[src/rtl/hdcpu_pkg.sv]
// rtl/hdcpu_pkg.sv - shared beat-state, beat encoding and console mode definitions
package hdcpu_pkg;

    localparam int SW_W = 3;

    typedef enum logic [1:0] {
        HALT = 2'd0,
        B1   = 2'd1,
        B2   = 2'd2,
        B3   = 2'd3
    } beat_t;

    localparam logic [2:0] W_HALT = 3'b000;
    localparam logic [2:0] W_B1   = 3'b001;
    localparam logic [2:0] W_B2   = 3'b010;
    localparam logic [2:0] W_B3   = 3'b100;

    localparam logic [SW_W-1:0] SW_EXEC    = 3'b000;
    localparam logic [SW_W-1:0] SW_WR_MEM  = 3'b001;
    localparam logic [SW_W-1:0] SW_RD_MEM  = 3'b010;
    localparam logic [SW_W-1:0] SW_RD_REG  = 3'b011;
    localparam logic [SW_W-1:0] SW_WR_REG  = 3'b100;

    function automatic logic [2:0] beat_to_w(input beat_t beat);
        case (beat)
            B1:      beat_to_w = W_B1;
            B2:      beat_to_w = W_B2;
            B3:      beat_to_w = W_B3;
            default: beat_to_w = W_HALT;
        endcase
    endfunction

endpackage

[src/rtl/beat_timing_ctrl_if.sv]
// rtl/beat_timing_ctrl_if.sv - console/decoder to beat sequencer signal bundle
interface beat_timing_ctrl_if
    import hdcpu_pkg::*;
#(
    parameter int CNT_W = 8
);
    logic             QD;
    logic             DP;
    logic [SW_W-1:0]  SW;
    logic             SHORT;
    logic             LONG;
    logic             STOP;
    logic             SST0;
    logic [2:0]       W;
    logic             ST0;
    logic             RUN;
    logic             CYC_END;
    logic [CNT_W-1:0] CYC_CNT;

    modport master (
        output QD, DP, SW, SHORT, LONG, STOP, SST0,
        input  W, ST0, RUN, CYC_END, CYC_CNT
    );

    modport slave (
        input  QD, DP, SW, SHORT, LONG, STOP, SST0,
        output W, ST0, RUN, CYC_END, CYC_CNT
    );
endinterface

[src/rtl/hdcpu_sync.sv]
// rtl/hdcpu_sync.sv - multi-flop synchroniser for asynchronous console inputs
module hdcpu_sync #(
    parameter int WIDTH  = 1,
    parameter int STAGES = 2
) (
    input  logic             clk,
    input  logic             rst_n,
    input  logic [WIDTH-1:0] i_d,
    output logic [WIDTH-1:0] o_q
);
    logic [STAGES-1:0][WIDTH-1:0] r_ff;

    always_ff @(posedge clk or negedge rst_n) begin
        if (!rst_n) begin
            r_ff <= '0;
        end else begin
            r_ff <= {r_ff[STAGES-2:0], i_d};
        end
    end

    assign o_q = r_ff[STAGES-1];
endmodule

[src/rtl/beat_timing_ctrl.sv]
// rtl/beat_timing_ctrl.sv - machine beat sequencer producing W[3:1], ST0 and cycle bookkeeping
module beat_timing_ctrl
    import hdcpu_pkg::*;
#(
    parameter int CNT_W       = 8,
    parameter int SYNC_STAGES = 2
) (
    input  logic               T3,
    input  logic               CLR,
    beat_timing_ctrl_if.slave  bus
);
    logic            w_qd_s;
    logic            w_dp_s;
    logic [SW_W-1:0] w_sw_s;

    hdcpu_sync #(.WIDTH(1), .STAGES(SYNC_STAGES)) u_sync_qd (
        .clk(T3), .rst_n(CLR), .i_d(bus.QD), .o_q(w_qd_s)
    );
    hdcpu_sync #(.WIDTH(1), .STAGES(SYNC_STAGES)) u_sync_dp (
        .clk(T3), .rst_n(CLR), .i_d(bus.DP), .o_q(w_dp_s)
    );
    hdcpu_sync #(.WIDTH(SW_W), .STAGES(SYNC_STAGES)) u_sync_sw (
        .clk(T3), .rst_n(CLR), .i_d(bus.SW), .o_q(w_sw_s)
    );

    beat_t            r_state, w_state_n;
    beat_t            r_pend, w_pend_n;
    logic             r_st0, w_st0_n;
    logic             r_cyc_end, w_cyc_end_n;
    logic [CNT_W-1:0] r_cnt, w_cnt_n;
    logic [SW_W-1:0]  r_sw_q, w_sw_q_n;
    logic             r_qd_prev;

    logic  w_qd_rise;
    beat_t w_beat_next;
    logic  w_cyc_done;

    assign w_qd_rise = w_qd_s & ~r_qd_prev;

    always_ff @(posedge T3 or negedge CLR) begin
        if (!CLR) begin
            r_state   <= HALT;
            r_pend    <= B1;
            r_st0     <= 1'b0;
            r_cyc_end <= 1'b0;
            r_cnt     <= '0;
            r_sw_q    <= '0;
            r_qd_prev <= 1'b0;
        end else begin
            r_state   <= w_state_n;
            r_pend    <= w_pend_n;
            r_st0     <= w_st0_n;
            r_cyc_end <= w_cyc_end_n;
            r_cnt     <= w_cnt_n;
            r_sw_q    <= w_sw_q_n;
            r_qd_prev <= w_qd_s;
        end
    end

    // Beat the running sequence would take next, and whether that edge closes a machine cycle.
    always_comb begin
        w_beat_next = B1;
        w_cyc_done  = 1'b0;
        case (r_state)
            B1: begin
                if (bus.SHORT) begin
                    w_beat_next = B1;
                    w_cyc_done  = 1'b1;
                end else begin
                    w_beat_next = B2;
                end
            end
            B2: begin
                if (bus.LONG) begin
                    w_beat_next = B3;
                end else begin
                    w_beat_next = B1;
                    w_cyc_done  = 1'b1;
                end
            end
            B3: begin
                w_beat_next = B1;
                w_cyc_done  = 1'b1;
            end
            default: begin
                w_beat_next = B1;
                w_cyc_done  = 1'b0;
            end
        endcase
    end

    always_comb begin
        w_state_n   = r_state;
        w_pend_n    = r_pend;
        w_st0_n     = r_st0;
        w_cyc_end_n = 1'b0;
        w_cnt_n     = r_cnt;
        w_sw_q_n    = r_sw_q;

        if (w_sw_s != r_sw_q) begin
            // A console mode change abandons everything in flight.
            w_sw_q_n  = w_sw_s;
            w_state_n = HALT;
            w_pend_n  = B1;
            w_st0_n   = 1'b0;
            w_cnt_n   = '0;
        end else if (r_state == HALT) begin
            if (w_qd_rise) begin
                w_state_n = r_pend;
            end
        end else begin
            if (bus.SST0) begin
                w_st0_n = 1'b1;
            end
            if (w_cyc_done) begin
                w_cyc_end_n = 1'b1;
                w_cnt_n     = r_cnt + 1'b1;
            end
            if (w_cyc_done && w_dp_s) begin
                w_pend_n  = B1;
                w_state_n = HALT;
            end else if (bus.STOP) begin
                w_pend_n  = w_beat_next;
                w_state_n = HALT;
            end else begin
                w_state_n = w_beat_next;
            end
        end
    end

    assign bus.W       = beat_to_w(r_state);
    assign bus.RUN     = (r_state != HALT);
    assign bus.ST0     = r_st0;
    assign bus.CYC_END = r_cyc_end;
    assign bus.CYC_CNT = r_cnt;
endmodule

[src/flat_wrapper.sv]
// flat-port wrapper written by rule: the top's interface ports become plain ports
module beat_timing_ctrl_flat import hdcpu_pkg::*;
#(
    parameter int CNT_W       = 8,
    parameter int SYNC_STAGES = 2
)
  (T3, CLR, bus_QD, bus_DP, bus_SW, bus_SHORT, bus_LONG, bus_STOP, bus_SST0, bus_W, bus_ST0, bus_RUN, bus_CYC_END, bus_CYC_CNT);
  beat_timing_ctrl_if #(.CNT_W(CNT_W)) bus_i ();
  input  logic T3;
  input  logic CLR;
  input wire logic [$bits(bus_i.QD)-1:0] bus_QD;
  input wire logic [$bits(bus_i.DP)-1:0] bus_DP;
  input wire logic [$bits(bus_i.SW)-1:0] bus_SW;
  input wire logic [$bits(bus_i.SHORT)-1:0] bus_SHORT;
  input wire logic [$bits(bus_i.LONG)-1:0] bus_LONG;
  input wire logic [$bits(bus_i.STOP)-1:0] bus_STOP;
  input wire logic [$bits(bus_i.SST0)-1:0] bus_SST0;
  output wire logic [$bits(bus_i.W)-1:0] bus_W;
  output wire logic [$bits(bus_i.ST0)-1:0] bus_ST0;
  output wire logic [$bits(bus_i.RUN)-1:0] bus_RUN;
  output wire logic [$bits(bus_i.CYC_END)-1:0] bus_CYC_END;
  output wire logic [$bits(bus_i.CYC_CNT)-1:0] bus_CYC_CNT;
  assign bus_i.QD = bus_QD;
  assign bus_i.DP = bus_DP;
  assign bus_i.SW = bus_SW;
  assign bus_i.SHORT = bus_SHORT;
  assign bus_i.LONG = bus_LONG;
  assign bus_i.STOP = bus_STOP;
  assign bus_i.SST0 = bus_SST0;
  assign bus_W = bus_i.W;
  assign bus_ST0 = bus_i.ST0;
  assign bus_RUN = bus_i.RUN;
  assign bus_CYC_END = bus_i.CYC_END;
  assign bus_CYC_CNT = bus_i.CYC_CNT;
  beat_timing_ctrl #(.CNT_W(CNT_W), .SYNC_STAGES(SYNC_STAGES)) u_core (.T3(T3), .CLR(CLR), .bus(bus_i));
endmodule
[config.mk]
export PLATFORM = sky130hd
export DESIGN_NAME = beat_timing_ctrl_flat
export DESIGN_NICKNAME = d
export VERILOG_FILES = /design/src/rtl/hdcpu_pkg.sv /design/src/rtl/beat_timing_ctrl_if.sv /design/src/rtl/hdcpu_sync.sv /design/src/rtl/beat_timing_ctrl.sv /design/src/flat_wrapper.sv
export SDC_FILE = /design/constraint.sdc
export NUM_CORES = 1
export LEC_CHECK = 0
export BUFFER_PORTS_ARGS = -buffer_cell sky130_fd_sc_hd__buf_4
export CAP_MARGIN = 10
export CELL_PAD_IN_SITES_DETAIL_PLACEMENT = 1
export CELL_PAD_IN_SITES_GLOBAL_PLACEMENT = 1
export CORE_MARGIN = 2
export CORE_UTILIZATION = 47
export CTS_BUF_LIST = sky130_fd_sc_hd__clkbuf_8
export DETAILED_ROUTE_END_ITERATION = 8
export PLACE_DENSITY = 0.87
export SYNTH_ARGS = -nofsm -noshare
export SYNTH_HDL_FRONTEND = slang
export SYNTH_SLANG_ARGS = --single-unit
[constraint.sdc]
create_clock -name T3 -period 4.8 [get_ports T3]
set_clock_uncertainty 0.15 [all_clocks]
set_input_delay 0.48 -clock T3 [delete_from_list [all_inputs] [get_ports T3]]
set_output_delay 0.48 -clock T3 [all_outputs]
set_load 0.05 [all_outputs]
==> metrics.yaml <==
timing:
  hold_viol: 0
  min_period_over_period_pct: 49.64
  setup_violations: 0
  drv_slew: 0
  slew_headroom_pct: 51.51
  hold_slack_ps: 153.8
  fmax_mhz: 419.7
  finalCriticalPeriod_ps: 2383
  worstMarginPinSlew_ps: 718.3
  setup-tns-final_ps: 0
  rsz0062_at_grt: "false"
clocking:
  cts_tree: "done"
  ctsResizeCount: 0
  clk_pin_slew_ps: 90
  cts_made_buffers: 3
  cts_root_buf: "clkbuf_8"
  holdBufCountCts: 1
  cts.htree.levels: 1
  clockBufferDepth: 2
  post_cts_buffers: 0
  clk_latency_ps: 270
  cts.sinks: 28
yosys:
  synth_top_cell_by_area: "dfrtp_1"
  yosys-top-cells-area: "dfrtp_1 (55%), ha_1 (7.2%), xor2_1 (3.6%), a21oi_1 (2.9%), nand2_1 (2.5%)"
  syn_area_per_cell_um2: 11.31
  async_flop_share_pct: 100.0
  synth_area_mm2: 0.001221
  yosysWarnings: 0
  ys_seq_area_share_pct: 57.48
  synth.distinct_cells: 33
  synth_edf_count: 0
  netlist_instances: 108
  synth_seq_cells: 28
  syn_nets: 126
  ys.flop_type: "dfrtp_1"
  synth_top_area_share_pct: 55.33
floorplan:
  start_util_pct: 49.29
  chipWidth_um: 54.97
  rows: 18
  dieHeight_um: 54.97
  io_pins: 25
  dieArea_mm2: 0.003022
  core_area_mm2: 0.002477
placement:
  io_buffers: 24
  place_hpwl_um: 2073
  place_congestion: 0.7546
detailed_routing:
  vias_per_cell: 5.691
  met2_length_um: 1562
  dr_wl_met3_um: 87
  totalWireLength_um: 2835
  drt-initial-drc-count: 7
  first_pass_iters: 4
  num_vias: 922
  wire_per_inst_um: 17.50
  post-route-drc-count: 0
  drt-met1-wl_um: 1110
  drtAntennaViolNets: 0
  topRoutingLayerUsed: "met4"
global_routing:
  grt_max_degree: 29
  grt_antenna_before_repair: 0
  grt_pass1_wl_um: 4609
  track_usage_pct: 22.59
  grt_pass1_vias: 924
  overflow: 0
cells_and_area:
  fillerInstances: 268
  utilization_pct: 60.30
  register_area_um2: 701.9
  drive_gt1_share_pct: 21.97
  layout.nets: 151
  syn_to_final_growth_pct: 22.34
  antennaDiodeCount: 0
  multi_input_area_um2: 478.0
critical_path:
  path_class: "reg -> out"
  reg2reg_slack_ps: 2530
  r2r_end: "u_core.bus.CYC_CNT[7]$_DFFE_PN0P_"
  cp_data_required_time_ps: 4170
  worst_setup_path_end_kind: "output port"
  worstReg2RegStart: "u_core.r_state[0]$_DFFE_PN0P_"
  rr_worst_depth: 6
  cp-start-kind: "register"
  arrival_ps: 1750
  cp_max_fo: 8
outcome:
  status: "finished, final reports clean"
run:
  timing.max_cap.violations: 0
hold_path:
  holdPathStages: 1
  hold_class: "in -> reg"
  whs_endpoint: "u_core.u_sync_dp.r_ff[0]$_DFF_PN0_"
  hp-start: "bus_DP"
pwr:
  power_density_mw_per_mm2: 313.5
  p_leak_nw: 0.6977
  peakVddDrop_mv: 0.2539
-- registers in the layout, indices dropped and copies added, names as in the netlist --
signal                 flops
u_core.u_sync_dp.r_ff      1
u_core.u_sync_qd.o_q       1
u_core.r_qd_prev           1
u_core.r_sw_q              3
u_core.u_sync_dp.o_q       1
u_core.r_pend              2
u_core.r_state             2
u_core.bus.ST0             1
u_core.bus.CYC_CNT         8
u_core.u_sync_qd.r_ff      1
u_core.bus.CYC_END         1
u_core.u_sync_sw.o_q       3
u_core.u_sync_sw.r_ff      3
-- cells in the mapped netlist, drive strengths merged, types with 2 or more instances --
cell type,number
inv,3
nor3,2
nor2,8
xor2,5
o311ai,3
nand2b,2
clkbuf,4
dfrtp,27
and3,2
and2,2
a21boi,2
o21ai,6
mux2i,2
o31ai,2
or4,2
nand2,8
or3,2
ha,7
a21oi,7
-- layer usage --
metal	vias up	GRT usage (%)
li1	422	-
met1	469	25.44
met2	22	41.67
met3	9	3.495
met4	0	10.16
met5	-	0
-- power breakdown --
group	total [W]	switching (W)	internal, W
clock network	0.000183	0.0000714	0.000112
registers	0.000246	0.00000398	0.000242
logic	0.0000388	0.0000252	0.0000136
-- worst max path at each step --
| stage | from | to | slack, ps | cells past startpoint |
|---|---|---|---|---|
| finish | u_core.r_state[1]$_DFFE_PN0P_ | bus_RUN | 2420 | 4 |
| detailed placement | u_core.r_state[0]$_DFFE_PN0P_ | u_core.bus.CYC_CNT[7]$_DFFE_PN0P_ | 2540 | 6 |
| floorplan | u_core.r_state[0]$_DFFE_PN0P_ | u_core.bus.CYC_CNT[7]$_DFFE_PN0P_ | 2550 | 7 |
| global route | u_core.r_state[0]$_DFFE_PN0P_ | bus_RUN | 2270 | 4 |
| global placement | u_core.r_state[0]$_DFFE_PN0P_ | u_core.bus.CYC_CNT[7]$_DFFE_PN0P_ | 2710 | 6 |
| CTS | u_core.r_state[0]$_DFFE_PN0P_ | bus_RUN | 2400 | 4 |
-- layout by cell type (no fill, tap or decap) --
cell type,n
a211oi_1,1
a21boi_0,2
a21oi_1,7
a221oi_1,1
a32oi_1,1
and2_1,2
and3_1,2
buf_4,24
bufinv_16,1
clkbuf_8,3
clkinv_1,1
dfrtp_1,27
dfstp_2,1
dlygate4sd3_1,1
ha_1,7
inv_1,3
mux2i_1,2
nand2_1,8
nand2b_1,2
nand3_1,1
nand4_1,1
nor2_1,8
nor2b_1,1
nor3_1,2
o211a_1,1
o21ai_0,5
o21ai_1,1
o311ai_0,2
o311ai_1,1
o31a_1,1
o31ai_1,2
or3_1,2
or4_1,2
xnor2_1,1
xor2_1,5
-- worst max-delay path: stages, from the launching register on --
cell	delay [ps]
dfrtp_1	440
inv_1	140
ha_1	330
clkinv_1	290
buf_4	270
-- through the flow --
step / instance area [um2] / setup slack, ps / total power (W) / cells
after floorplan: 1221 / 2551 / 0.0002714 / 108
after global placement: 1413 / 2715 / 0.0002859 / 157
after detailed placement: 1413 / 2544 / 0.0002886 / 157
after CTS: 1494 / 2403 / 0.0004740 / 162
after global routing: 1494 / 2271 / 0.0004895 / 162
final: 1494 / 2417 / 0.0004683 / 162
-- final cells by class --
| type | count | area share, % |
|---|---|---|
| multi-input combinational | 71 | 31.99 |
| sequential | 28 | 46.98 |
| clock inverter | 1 | 2.010 |
| tap | 30 | 2.513 |
| timing repair buffer | 25 | 12.73 |
| inverter | 4 | 1.005 |
| clock buffer | 3 | 2.764 |
-- kinds of logic (layout without fill, tap and decap cells) --
group / after synthesis / after routing / share of synthesized area, %
buf+inv: 9 / 33 / 3.380
fa+ha+maj: 7 / 7 / 7.172
xor+xnor: 6 / 6 / 4.303
mux: 2 / 2 / 1.639
simple gates: 31 / 31 / 12.50
flops: 28 / 28 / 57.48
compound gates: 25 / 25 / 13.52
(Power assumes the default switching activity.)
